[src/rtl/joy_db15_pkg.sv]
// Shared definitions for the DB15 serial joystick link (joy_db15 receiver and
// joy_db15_tx adapter-side transmitter).
//
// Contents:
//   BITS_PER_PLAYER_DEF / FRAME_BITS_DEF : default button-word and frame widths
//   state_t                               : transmitter frame state
//   BTN_*                                 : bit positions inside a player's button word
package joy_db15_pkg;

   localparam int BITS_PER_PLAYER_DEF = 12;
   localparam int FRAME_BITS_DEF      = 2 * BITS_PER_PLAYER_DEF;

   typedef enum logic [1:0] {
      IDLE  = 2'd0,
      LOAD  = 2'd1,
      SHIFT = 2'd2,
      DONE  = 2'd3
   } state_t;

   // Button word layout, bit 0 first on the wire.
   localparam int BTN_R     = 0;
   localparam int BTN_L     = 1;
   localparam int BTN_DN    = 2;
   localparam int BTN_UP    = 3;
   localparam int BTN_A     = 4;
   localparam int BTN_B     = 5;
   localparam int BTN_C     = 6;
   localparam int BTN_D     = 7;
   localparam int BTN_START = 8;
   localparam int BTN_MODE  = 9;
   localparam int BTN_E     = 10;
   localparam int BTN_F     = 11;

endpackage

[src/rtl/joy_sync_edge.sv]
// Synchronizer and edge detector for one asynchronous strobe input.
//
// Ports:
//   clk     in  core clock
//   reset   in  asynchronous active-high reset
//   din_i   in  asynchronous input pin
//   level_o out synchronized level (last synchronizer stage)
//   rise_o  out one-cycle pulse on a synchronized 0->1 transition
//   fall_o  out one-cycle pulse on a synchronized 1->0 transition
//
// All flops reset to 1 so an idle (high) strobe produces no edge after reset.
module joy_sync_edge #(
   parameter int SYNC_STAGES = 2
) (
   input  logic clk,
   input  logic reset,
   input  logic din_i,
   output logic level_o,
   output logic rise_o,
   output logic fall_o
);

   logic [SYNC_STAGES-1:0] sync_q;
   logic                   edge_q;

   always_ff @(posedge clk or posedge reset) begin
      if (reset) begin
         sync_q <= '1;
         edge_q <= 1'b1;
      end else begin
         sync_q <= {sync_q[SYNC_STAGES-2:0], din_i};
         edge_q <= sync_q[SYNC_STAGES-1];
      end
   end

   assign level_o = sync_q[SYNC_STAGES-1];
   assign rise_o  =  sync_q[SYNC_STAGES-1] & ~edge_q;
   assign fall_o  = ~sync_q[SYNC_STAGES-1] &  edge_q;

endmodule

[src/rtl/joy_db15_tx.sv]
// Adapter-side transmitter of the DB15 serial joystick link. Answers the
// receiver's JOY_LOAD / JOY_CLK strobes by shifting two players' button words
// out on JOY_DATA, bit 0 of player 1 first, active-low on the wire.
//
// Ports:
//   clk        in  core clock
//   reset      in  asynchronous active-high reset
//   joystick1  in  player-1 buttons, active-high
//   joystick2  in  player-2 buttons, active-high
//   joy_load_n in  JOY_LOAD strobe (async, active-low parallel load)
//   joy_clk    in  JOY_CLK strobe (async, rising edge advances the shift)
//   joy_data   out JOY_DATA, idles high
//   snap_stb   out one-cycle pulse when a snapshot is taken
//   busy       out high while a frame is loaded or shifting
//
// Build option: define JOY_DB15_TX_WATCHDOG_EN to abort a frame after
// TIMEOUT_CYCLES clocks without any strobe edge (receiver unplugged).
module joy_db15_tx
   import joy_db15_pkg::*;
#(
   parameter int BITS_PER_PLAYER = BITS_PER_PLAYER_DEF,
   parameter int SYNC_STAGES     = 2
`ifdef JOY_DB15_TX_WATCHDOG_EN
   ,
   parameter int TIMEOUT_CYCLES  = 4800
`endif
) (
   input  logic                       clk,
   input  logic                       reset,
   input  logic [BITS_PER_PLAYER-1:0] joystick1,
   input  logic [BITS_PER_PLAYER-1:0] joystick2,
   input  logic                       joy_load_n,
   input  logic                       joy_clk,
   output logic                       joy_data,
   output logic                       snap_stb,
   output logic                       busy
);

   localparam int FRAME_BITS = 2 * BITS_PER_PLAYER;
   localparam int CW         = $clog2(FRAME_BITS + 1);

   logic load_lvl, load_rise, load_fall;
   logic clk_lvl, clk_rise, clk_fall;

   joy_sync_edge #(.SYNC_STAGES(SYNC_STAGES)) u_sync_load (
      .clk     (clk),
      .reset   (reset),
      .din_i   (joy_load_n),
      .level_o (load_lvl),
      .rise_o  (load_rise),
      .fall_o  (load_fall)
   );

   joy_sync_edge #(.SYNC_STAGES(SYNC_STAGES)) u_sync_clk (
      .clk     (clk),
      .reset   (reset),
      .din_i   (joy_clk),
      .level_o (clk_lvl),
      .rise_o  (clk_rise),
      .fall_o  (clk_fall)
   );

   // Level and falling edge of JOY_CLK carry no meaning for the shifter.
   logic unused_clk_bits;
   assign unused_clk_bits = ^{clk_lvl, clk_fall};

   state_t                  state_q, state_d;
   logic [FRAME_BITS-1:0]   shreg_q, shreg_d;
   logic [CW-1:0]           cnt_q,   cnt_d;
   logic                    snap_q,  snap_d;

`ifdef JOY_DB15_TX_WATCHDOG_EN
   localparam int WW = $clog2(TIMEOUT_CYCLES + 1);
   logic [WW-1:0] wd_q, wd_d;
   logic          any_edge;

   assign any_edge = load_rise | load_fall | clk_rise | clk_fall;

   always_comb begin
      wd_d = wd_q;
      if ((state_q == IDLE) || any_edge)
         wd_d = '0;
      else if (wd_q != WW'(TIMEOUT_CYCLES))
         wd_d = wd_q + WW'(1);
   end

   always_ff @(posedge clk or posedge reset) begin
      if (reset) wd_q <= '0;
      else       wd_q <= wd_d;
   end
`endif

   always_ff @(posedge clk or posedge reset) begin
      if (reset) begin
         state_q <= IDLE;
         shreg_q <= '1;
         cnt_q   <= '0;
         snap_q  <= 1'b0;
      end else begin
         state_q <= state_d;
         shreg_q <= shreg_d;
         cnt_q   <= cnt_d;
         snap_q  <= snap_d;
      end
   end

   always_comb begin
      state_d = state_q;
      shreg_d = shreg_q;
      cnt_d   = cnt_q;
      snap_d  = 1'b0;

      case (state_q)
         IDLE, DONE: begin
            if (!load_lvl) begin
               state_d = LOAD;
               shreg_d = {~joystick2, ~joystick1};
               cnt_d   = '0;
               snap_d  = 1'b1;
            end
         end

         // Transparent while load is held low; clock edges are ignored here.
         LOAD: begin
            if (load_rise) begin
               state_d = SHIFT;
            end else begin
               shreg_d = {~joystick2, ~joystick1};
               cnt_d   = '0;
            end
         end

         // A load edge outranks a simultaneous clock edge.
         SHIFT: begin
            if (load_fall) begin
               state_d = LOAD;
               shreg_d = {~joystick2, ~joystick1};
               cnt_d   = '0;
               snap_d  = 1'b1;
            end else if (clk_rise) begin
               shreg_d = {1'b1, shreg_q[FRAME_BITS-1:1]};
               if (cnt_q == CW'(FRAME_BITS - 1)) begin
                  state_d = DONE;
                  cnt_d   = CW'(FRAME_BITS);
               end else begin
                  cnt_d   = cnt_q + CW'(1);
               end
            end
         end

         default: state_d = IDLE;
      endcase

`ifdef JOY_DB15_TX_WATCHDOG_EN
      if ((state_q != IDLE) && (wd_q == WW'(TIMEOUT_CYCLES))) begin
         state_d = IDLE;
         shreg_d = '1;
         cnt_d   = '0;
         snap_d  = 1'b0;
      end
`endif
   end

   assign busy     = (state_q == LOAD) || (state_q == SHIFT);
   assign joy_data = busy ? shreg_q[0] : 1'b1;
   assign snap_stb = snap_q;

endmodule
[config.mk]
export PLATFORM = sky130hd
export DESIGN_NAME = joy_db15_tx
export DESIGN_NICKNAME = d
export VERILOG_FILES = /design/src/rtl/joy_db15_pkg.sv /design/src/rtl/joy_sync_edge.sv /design/src/rtl/joy_db15_tx.sv
export SDC_FILE = /design/constraint.sdc
export NUM_CORES = 1
export LEC_CHECK = 0
export BUFFER_PORTS_ARGS = -buffer_cell sky130_fd_sc_hd__buf_2
export CAP_MARGIN = 20
export CORE_ASPECT_RATIO = 1.75
export CORE_UTILIZATION = 25
export DETAILED_ROUTE_END_ITERATION = 16
export PLACE_DENSITY = 0.44
export SKIP_LAST_GASP = 1
export SYNTH_ARGS = -nofsm -noshare
export SYNTH_HDL_FRONTEND = slang
export SYNTH_HIERARCHICAL = 1
export SYNTH_SLANG_ARGS = --single-unit
[constraint.sdc]
create_clock -name clk -period 1.71 [get_ports clk]
set_input_delay 0.171 -clock clk [delete_from_list [all_inputs] [get_ports clk]]
set_output_delay 0.171 -clock clk [all_outputs]
set_load 0.05 [all_outputs]
==> flow_summary_export.csv <==
group,metric,value,unit
clocking,cts_made_buffers,5,
worst_setup_path,slowest_stage,"or4_1",
worst_setup_path,path_buf_inv,1,
worst_setup_path,data_arrival_critical_path,1.84,ns
clocking,clkLatencyLatePin,0.27,ns
routing,routed-via-count,1350,
placed_design,pre_cts_ws,-0.0530,ns
worst_setup_path,path_cells,"inv_2 > ha_4 > a22o_1 > or4_1 > o21ai_1",
routing,dr.first_iter.drc_count,90,
placed_design,port_buffers,30,
job,timing.max_cap.violations,0,
layout,diodes,0,
pwr,p_leak,1.06,nW
routing,postRouteWirelength,4110,um
sta,finalSetupViolations,0,
layout,final_net_count,222,
sta,fin_crit_sh,0.959,
routing,antenna_left,0,
sta,slew_headroom,0.600,
worst_setup_path,worst-path-max-fanout,6,
placed_design,detailedPlacementHpwl,2970,um
status,status,"finished clean",
layout,share_of_post_route_cells_with_drive_strength_above_1,0.503,
worst_setup_path,setup.worst_path.class,"register to register",
pwr,cellPowerDensity,1850,nW/um^2
sta,tns,0,ns
floorplan,die_area,7730,sq um
pwr,vdd_drop_max,1.07,mV
synth,yosysWarnings,6,
grt,via_count_of_the_first_global_routing_pass,1506,
synth,synthesis.instances,146,
sta,final-hold-violation-count,0,
clocking,tritoncts,"built",
min_path,min_path_type,"input port to register",
layout,final_core_utilization,0.340,
grt,grt_first_pass_wirelength,6870,um
clocking,cts.sink_count,38,
grt,largest_net_degree_at_the_start_of_global_routing,25,
worst_setup_path,cp_capture_type,"register",
clocking,cts_max_path_buffers,2,
floorplan,top_level_ports,31,
worst_setup_path,worst_path_largest_cell_delay,0.52,ns
floorplan,die_height,116,um
floorplan,rows,41,
sta,timing_worst_slew_pin_value,0.599,ns
layout,area_growth_syn_to_layout,32.5,%
sta,drv_slew,0,
clocking,cts.reportedPaths.clkPinSlew,0.06,ns
sta,worst_slack,0.0699,ns
routing,wl_per_cell,14.8,um
grt,grt_use_total,0.118,
sta,timing.clock.skew,0.00321,ns
synth,synth.cell_area,1840,sq um
floorplan,die_w,66.9,um
grt,global_route.overflow_total,0,
worst_setup_path,required,1.91,ns
floorplan,core-area,7180,sq um
routing,drt_first_pass_iters,4,
worst_setup_path,startpoint_type,"register",
placed_design,gpl.final_weighted_congestion,0.787,
clocking,ctsHtreeMaxLevel,2,
grt,initial_antenna_violation_count,0,
worst_setup_path,critical_path.top_delay_family,"simple AND/OR/NAND/NOR gates",
routing,drt_drc_violations_left,0,
floorplan,initial_core_util,0.257,
synth,syn-mean-instance-area,12.6,sq um
synth,syn_nets,178,
routing,drt-vias-per-instance,4.87,
clocking,cts.root.buffer_cell,"clkbuf_16",
sta,achievable-frequency,610,MHz
sta,finalWorstPathRequiredPeriod,1.64,ns
pwr,total_power,4.51,mW
metal layers:
layer / vias up / global-route usage / share of wire
met5: - / 0 / 0
met4: 0 / 0.0482 / 0.0080
met3: 2 / 0.0266 / 0.048
met1: 671 / 0.138 / 0.43
li1: 644 / - / -
met2: 33 / 0.205 / 0.51
sequential cells by signal, indices dropped and copies added (netlist names):
signal	flops
u_sync_load/sync_q	2
state_q	2
u_sync_clk/edge_q	1
shreg_q	24
u_sync_clk/sync_q	2
snap_stb	1
u_sync_load/edge_q	1
cnt_q	5
where the power goes:
part	internal [mW]	leakage [nW]	switching (mW)
combinational	0.754	0.538	0.921
clock	0.875	0.0971	0.340
sequential	1.44	0.422	0.181
total	3.07	1.06	1.44
cell type report:
type / count / area, sq um
Tap cell: 86 / 108
Clock inverter: 2 / 60.1
Multi-Input combinational cell: 90 / 795
Inverter: 8 / 30.0
Fill cell: 724 / 4740
Timing Repair Buffer: 47 / 323
Clock buffer: 6 / 139
Sequential cell: 38 / 988
placed cells by master (no fill, tap or decap), types with 2 or more instances in the layout:
cell type	instances
a21oi_1	2
a22o_1	25
buf_12	3
buf_2	30
buf_4	11
bufinv_16	2
clkbuf_16	5
dfrtp_1	8
dfstp_2	30
dlygate4sd3_1	3
ha_2	2
inv_1	7
mux2i_1	3
nand2_1	5
nand3_1	2
nor2b_1	2
nor2b_2	2
o21ai_1	2
o2bb2ai_1	23
or4_1	2
stage by stage:
step	hold WS, ns	instance area, sq um	cells
after floorplan	0.104	1840	146
after global placement	0.233	2170	264
after detailed placement	0.248	2170	264
after CTS	0.0685	2410	275
after global routing	0.0747	2440	277
final	0.0773	2440	277
path summary, 6_finish.rpt:
| check | startpoint | end | slack [ns] | cells past startpoint |
|---|---|---|---|---|
| setup / recovery | state_q[0] | cnt_q[2] | 0.07 | 5 |
| hold / removal | joystick2[11] | shreg_q[23] | 0.08 | 2 |
| setup reg to reg | state_q[0] | cnt_q[2] | 0.07 | 5 |
| hold reg to reg | u_sync_clk/sync_q[0] | u_sync_clk/sync_q[1] | 0.36 | 0 |
| max in group asynchronous | reset | shreg_q[10] | 0.59 | 4 |
| min in group asynchronous | reset | u_sync_clk/sync_q[0] | 0.50 | 3 |
what timing repair did:
| action | in CTS | in global routing |
|---|---|---|
| pin swaps | 0 | 2 |
| endpoints found under the hold margin | 11 | 0 |
| resized for setup | 2 | 6 |
| setup buffers | 0 | 2 |
| endpoints found under the setup margin | 5 | 12 |
| hold buffers | 3 | 0 |
Power figures use the tool's default switching activity.
